==> src/rtl/product_accumulator.sv <==
// Batch accumulator for multiplier products: sums COUNT beats, presents the sum on a held handshake.
// Optional PRODUCT_ACCUMULATOR_SAT_EN clamps the accumulator on carry instead of wrapping.
module product_accumulator #(
  parameter int unsigned IN_W  = 4,
  parameter int unsigned ACC_W = 8,
  parameter int unsigned COUNT = 4
) (
  input  logic             clk,
  input  logic             rst,
  input  logic [IN_W-1:0]  prod_in,
  input  logic             prod_valid,
  output logic             prod_ready,
  input  logic             clear,
  output logic [ACC_W-1:0] sum_out,
  output logic             sum_valid,
  input  logic             sum_ready,
  output logic             busy,
  output logic             overflow,
  output logic [7:0]       beat_cnt
);

  localparam int unsigned SumW      = ACC_W + 1;
  localparam logic [7:0]  CountLast = 8'(COUNT);
  localparam bit          SingleBeat = (COUNT == 1);

  typedef enum logic [1:0] {StIdle, StAccum, StDone} state_e;

  state_e           state;
  logic [ACC_W-1:0] acc;
  logic             beat;
  logic [SumW-1:0]  sum_ext;
  logic             carry;
  logic [ACC_W-1:0] first_val;
  logic [ACC_W-1:0] acc_next;
  logic [7:0]       cnt_next;

  assign prod_ready = (state != StDone);
  assign busy       = (state == StAccum);
  assign beat       = prod_valid & prod_ready;

  // Zero-extend both operands so the carry out of ACC_W is observable.
  assign sum_ext   = {1'b0, acc} + SumW'(prod_in);
  assign carry     = sum_ext[ACC_W];
  assign first_val = ACC_W'(prod_in);
  assign cnt_next  = beat_cnt + 8'd1;

`ifdef PRODUCT_ACCUMULATOR_SAT_EN
  assign acc_next = carry ? {ACC_W{1'b1}} : sum_ext[ACC_W-1:0];
`else
  assign acc_next = sum_ext[ACC_W-1:0];
`endif

  always_ff @(posedge clk or posedge rst) begin
    if (rst) begin
      state     <= StIdle;
      acc       <= '0;
      beat_cnt  <= '0;
      sum_out   <= '0;
      sum_valid <= 1'b0;
      overflow  <= 1'b0;
    end else if (clear) begin
      // sum_out deliberately keeps the last delivered value; only sum_valid qualifies it.
      state     <= StIdle;
      acc       <= '0;
      beat_cnt  <= '0;
      sum_valid <= 1'b0;
      overflow  <= 1'b0;
    end else begin
      unique case (state)
        StIdle: begin
          if (beat) begin
            acc      <= first_val;
            beat_cnt <= 8'd1;
            overflow <= 1'b0;
            if (SingleBeat) begin
              state     <= StDone;
              sum_out   <= first_val;
              sum_valid <= 1'b1;
            end else begin
              state <= StAccum;
            end
          end
        end
        StAccum: begin
          if (beat) begin
            acc      <= acc_next;
            beat_cnt <= cnt_next;
            if (carry) overflow <= 1'b1;
            if (cnt_next == CountLast) begin
              state     <= StDone;
              sum_out   <= acc_next;
              sum_valid <= 1'b1;
            end
          end
        end
        StDone: begin
          if (sum_ready) begin
            state     <= StIdle;
            sum_valid <= 1'b0;
            acc       <= '0;
            beat_cnt  <= '0;
          end
        end
        default: state <= StIdle;
      endcase
    end
  end

endmodule

==> config.mk <==
export PLATFORM = sky130hd
export DESIGN_NAME = product_accumulator
export DESIGN_NICKNAME = d
export VERILOG_FILES = /design/src/rtl/product_accumulator.sv
export SDC_FILE = /design/constraint.sdc
export NUM_CORES = 1
export LEC_CHECK = 0
export ABC_AREA = 1
export ABC_CLOCK_PERIOD_IN_PS = 4850
export CAP_MARGIN = 20
export CORE_AREA = 5 5 85 102
export DETAILED_ROUTE_END_ITERATION = 7
export DIE_AREA = 0 0 90 107
export PLACE_DENSITY = 0.51
export SLEW_MARGIN = 25
export SYNTH_ARGS = -nofsm -noshare
export SYNTH_HDL_FRONTEND = slang
export SYNTH_SLANG_ARGS = --single-unit
==> constraint.sdc <==
create_clock -name clk -period 4.85 [get_ports clk]
set_clock_uncertainty 0.05 [all_clocks]
set_input_delay 0.485 -clock clk [delete_from_list [all_inputs] [get_ports clk]]
set_output_delay 0.485 -clock clk [all_outputs]
set_load 0.01 [all_outputs]
[Yosys cells after proc, flatten, opt, wreduce, memory -nomap -nowiden]
Index checks and enable logic that the tools add are counted.
Operators by class
  add/subtract/negate cells: 2
  muxes and demuxes: 25
  bitwise gates (word level): 2
  reduce and logical (&&, ||, !) cells: 9
  equality and inequality tests: 9
Operators by type and width (count)
  $mux 8: 7
  $pmux 8 s3: 2
  $reduce_and 4->1: 5
  $mux 2: 5
  $add 8x4->9: 1
  $ne 3x2->1 const B: 3
  $add 8x1->8 const B: 1
  $eq 8x3->1 const B: 1
  $mux 1: 8
  $ne 3x3->1 const B: 2
  $pmux 2 s3: 1
  $reduce_bool 3->1: 2
  $pmux 1 s2: 2
  $reduce_bool 4->1: 1
  $eq 2x1->1 const B: 1
  $eq 2x2->1 const B: 1
  $logic_not 2->1: 1
  $ne 2x2->1 const B: 1
  $and 1x1->1: 1
  $not 1->1: 1
Word-level totals
  logic and storage cells: 53
  input bits: 9
  bits in registers: 28

[Longest topological paths before layout]
  depth in word-level cells: 6
  gate-level depth with buffers: 12
  depth with buffers taken out: 11

[Worst setup path after synthesis]
OpenSTA, ideal clock, no wires.
  path type: reg-to-reg
  start point: register state[1]
  end point: register acc[2]
  data arrival time: 1.681 ns
  stages on the path, launching flop included: 12
  path slack: 3.050 ns
  path buffers: 1
  required time: 4.732 ns
  path through: dfrtp_1 > inv_1 > ha_1 > inv_1 > nand2_1 > nor2_2 > nor2_8 > inv_4 > nor2_8 > buf_8 > nand3_1 > nand3_1
RTL lines
  from (decl): line 28  | state_e state;
  from (signal assigned): line 55  | state <= StIdle;
  from (signal assigned): line 63  | state <= StIdle;
  from (signal assigned): line 76  | state <= StDone;
  $eq 2x1->1 (*)
  via busy: line 17  | output logic busy,
  $ne 3x2->1 (no source line) (tied with other cells)
  $reduce_and 4->1 (no source line) / $mux 8 (equally long branches)
  to (signal assigned): line 72  | acc <= first_val;
  to (signal assigned): line 86  | acc <= acc_next;
  to (decl): line 29  | logic [ACC_W-1:0] acc;
Mark *: on every way through the listed nets, which the timed path passes. The rest lies on a longest branch.
A chain may end at the register's enable or synchronous reset.

[Final worst setup path]
  start point: register state[1]
  end point: output port busy
On the way
  cells in the longest elaborated chain, start to end: 1
Ends and longest elaborated chain
  $eq 2x1->1: line 38  | assign busy = (state == StAccum);
  to (decl): line 17
Every way passes these cells.

==> results.tsv <==
metric	value	unit
CTS sink cnt	28	
Wirelength per Cell	12.29	µm
wirelength, routed	4.475	mm
I/O Pins	29	
Total Nets Final	293	
Clk pwr share	0.264	
Yosys reg bits	28	
CP Data Arrival Time	1.82	ns
Iter 0 DRT Violations	100	
combinational power share	0.345	
Area after DPL	2211	µm²
largest family of logic cells by synthesized area	simple AND/OR/NAND/NOR gates	
GRT Overall Usage	0.09662	
1st-pass router iterations	5	
Net Switching	0.2626	mW
ys async rst share	1.000	
final hold slack	0.4276	ns
PwrDens	314.8	nW/µm²
Post-DRT Antenna Nets	0	
RSZ-0062 raised after global routing	no	
total gr overflow	0	
Die ar.	9630	µm²
Final Util	0.3012	
f_max	0.4255	GHz
yosys warns	0	
postcts setup bufs	0	
Starting Density	0.2423	
Multi-input gate area	977.2	µm²
startpoint types	flip-flop	
cell area after layout	2282	µm²
Mapped Cells	242	
post-synthesis mux area share	0	
P_leak	1.122	nW
fin. max-slew vios	0	
Yosys top cell by area	dfrtp_1	
clock slew at reported path FFs	0.10	ns
worst flop-to-flop path startpoint	state[1]	
Core Box Area	7576	µm²
WHS Endpoint	sum_out[3]	
vias in the first global route	1609	
Int Pwr	0.4559	mW
R2R Setup Slk	2.52	ns
largest net degree at the start of global routing	29	
sequential fraction of the synthesis area	0.3817	
Root Buffer Master	clkbuf_8	
num rows	35	
kind of critical path	flip-flop to output port	
setup TNS	0	ns
register share of total power	0.391	
status	completed	
share of cells above drive strength 1	0.06250	
mapped cell area	1836	µm²
post-synthesis compound-gate area fraction	0.05181	
CP Capture Type	output port	
Post-synth EDFFs	0	
Area growth, synth to finish	24.34	%
area fraction in and, or, nand and nor cells after synthesis	0.3824	
Design Power	0.7185	mW
H-tree depth	1	
Avg Synthesized Cell Area	7.585	µm²
vias per cell	4.544	
Min-Delay Path Class	flip-flop to flip-flop	
Tightest Pin Transition	0.7762	ns
Longest Clk Path Bufs	2	
port buffer count	28	
Hold Crit Depth	2	
adder-cell share of the synthesized area	0.07907	
total CTS buffers	3	
DR vias	1654	
Mapped Nets	262	
Slew HR	0.4806	
CTS Hold Buffers Added	0	
first-pass GRT wire length	7.741	mm
worst min-delay path startpoint	sum_out[3]	
switch share	0.3654	
register area	700.7	µm²
Hold Fails Final Rpt	0	
ant diodes	0	
R2R cell count	7	
cts repair resizes	0	
Worst Path Max Fanout	8	
WP data required	4.32	ns
post-synth top area share	0.3817	
Final Wtd Congestion	0.7939	
die width	90	µm
crit path time final	2.350	ns
reg2reg end	sum_out[6]	
crit path from	state[1]	
ys flop type	dfrtp_1	
XOR/XNOR share of the synthesized area	0.01909	
Synth area leaders	dfrtp_1 (38%), nand2_1 (15%), nand3_1 (9.8%), ha_1 (6.8%), inv_1 (6.1%)	
filler cell count	823	
Yosys cell types	28	
hpwl dp	3.534	mm
Final period util	0.4845	
CTS tree	yes	
antenna violations before repair	0	
Peak VDD IR	0.0001158	V
Final setup viols	0	
clock latency on the worst-skew pair	0.29	ns
Die Ht	107	µm
Residual DRC	0	
reported max-cap violation count	0	
[state kept, by name, indices dropped and copies added (netlist names)]
| register | count |
|---|---|
| overflow | 1 |
| beat_cnt | 8 |
| sum_out | 8 |
| state | 2 |
| acc | 8 |
| sum_valid | 1 |
[cells by family after synthesis]
group | count (synthesis)
adder cells (fa/ha/maj) | 11
buffers and inverters | 37
XOR/XNOR | 4
AO/OA/AOI/OAI | 18
flip-flops | 28
AND/OR/NAND/NOR | 144
[critical path: stages, from the launching register on]
cell             delay [ns]
dfrtp_1                0.42
inv_1                  0.12
ha_1                   0.38
clkdlybuf4s50_1        0.61
[power by group through the flow]
stage                     sequential [mW]  combinational (mW)  clock, mW
after floorplan                     0.282               0.168          0
after global placement              0.286               0.248          0
after detailed placement            0.286               0.249          0
after CTS                           0.281               0.250      0.195
after global routing                0.285               0.282      0.202
final                               0.281               0.248      0.190
[cell type report]
class,instances,share of cell area
clock buffers,3,0.01809
flip-flops and latches,28,0.3070
multi-input cells,177,0.4282
well taps,92,0.05044
inverters,34,0.05702
repair buffers,29,0.1261
clock inverters,1,0.01316
[cells in the mapped netlist (2+ instances only)]
cell / count
a21oi_1: 4
dfrtp_1: 28
ha_1: 10
xor2_1: 4
nor2_1: 11
inv_2: 2
nor3_1: 2
o21ai_0: 10
inv_1: 30
nand3_1: 36
nand4_1: 12
nand2_1: 74
nor2_8: 3
nor2_2: 2
[stage by stage]
| stage | setup WS [ns] | cells |
|---|---|---|
| finish | 2.500 | 364 |
| global placement | 2.368 | 360 |
| detailed placement | 2.356 | 360 |
| floorplan | 3.050 | 242 |
| global route | 2.273 | 364 |
| CTS | 2.491 | 364 |
[how the worst max path moves through the flow]
stage / endpoint / slack, ns / cells after the start
after floorplan: acc[2] / 3.05 / 11
after global placement: sum_out[5] / 2.37 / 5
after detailed placement: sum_out[6] / 2.36 / 5
after CTS: busy / 2.49 / 3
after global routing: sum_out[6] / 2.27 / 7
final: busy / 2.50 / 3
[metal layers]
layer  track usage  part of all wire  vias to the layer above
li1              -                 -                      846
met1        0.1159              0.44                      770
met2        0.1721              0.50                       33
met3       0.01474             0.037                        5
met4       0.03830             0.019                        0
met5             0                 0                        -
[layout by cell type, fill, tap and decap left out, drive strengths merged]
| master | n |
|---|---|
| o22ai | 1 |
| nor2 | 17 |
| bufinv | 1 |
| o21bai | 1 |
| nand4 | 13 |
| dfrtp | 28 |
| nand3 | 37 |
| nand2 | 75 |
| clkinv | 1 |
| a31oi | 1 |
| xor2 | 4 |
| nor3 | 2 |
| a21oi | 4 |
| buf | 1 |
| ha | 10 |
| clkdlybuf4s50 | 28 |
| o21ai | 11 |
| fa | 1 |
| inv | 33 |
| clkbuf | 3 |
Note: power is estimated with default switching activity, not from simulation.
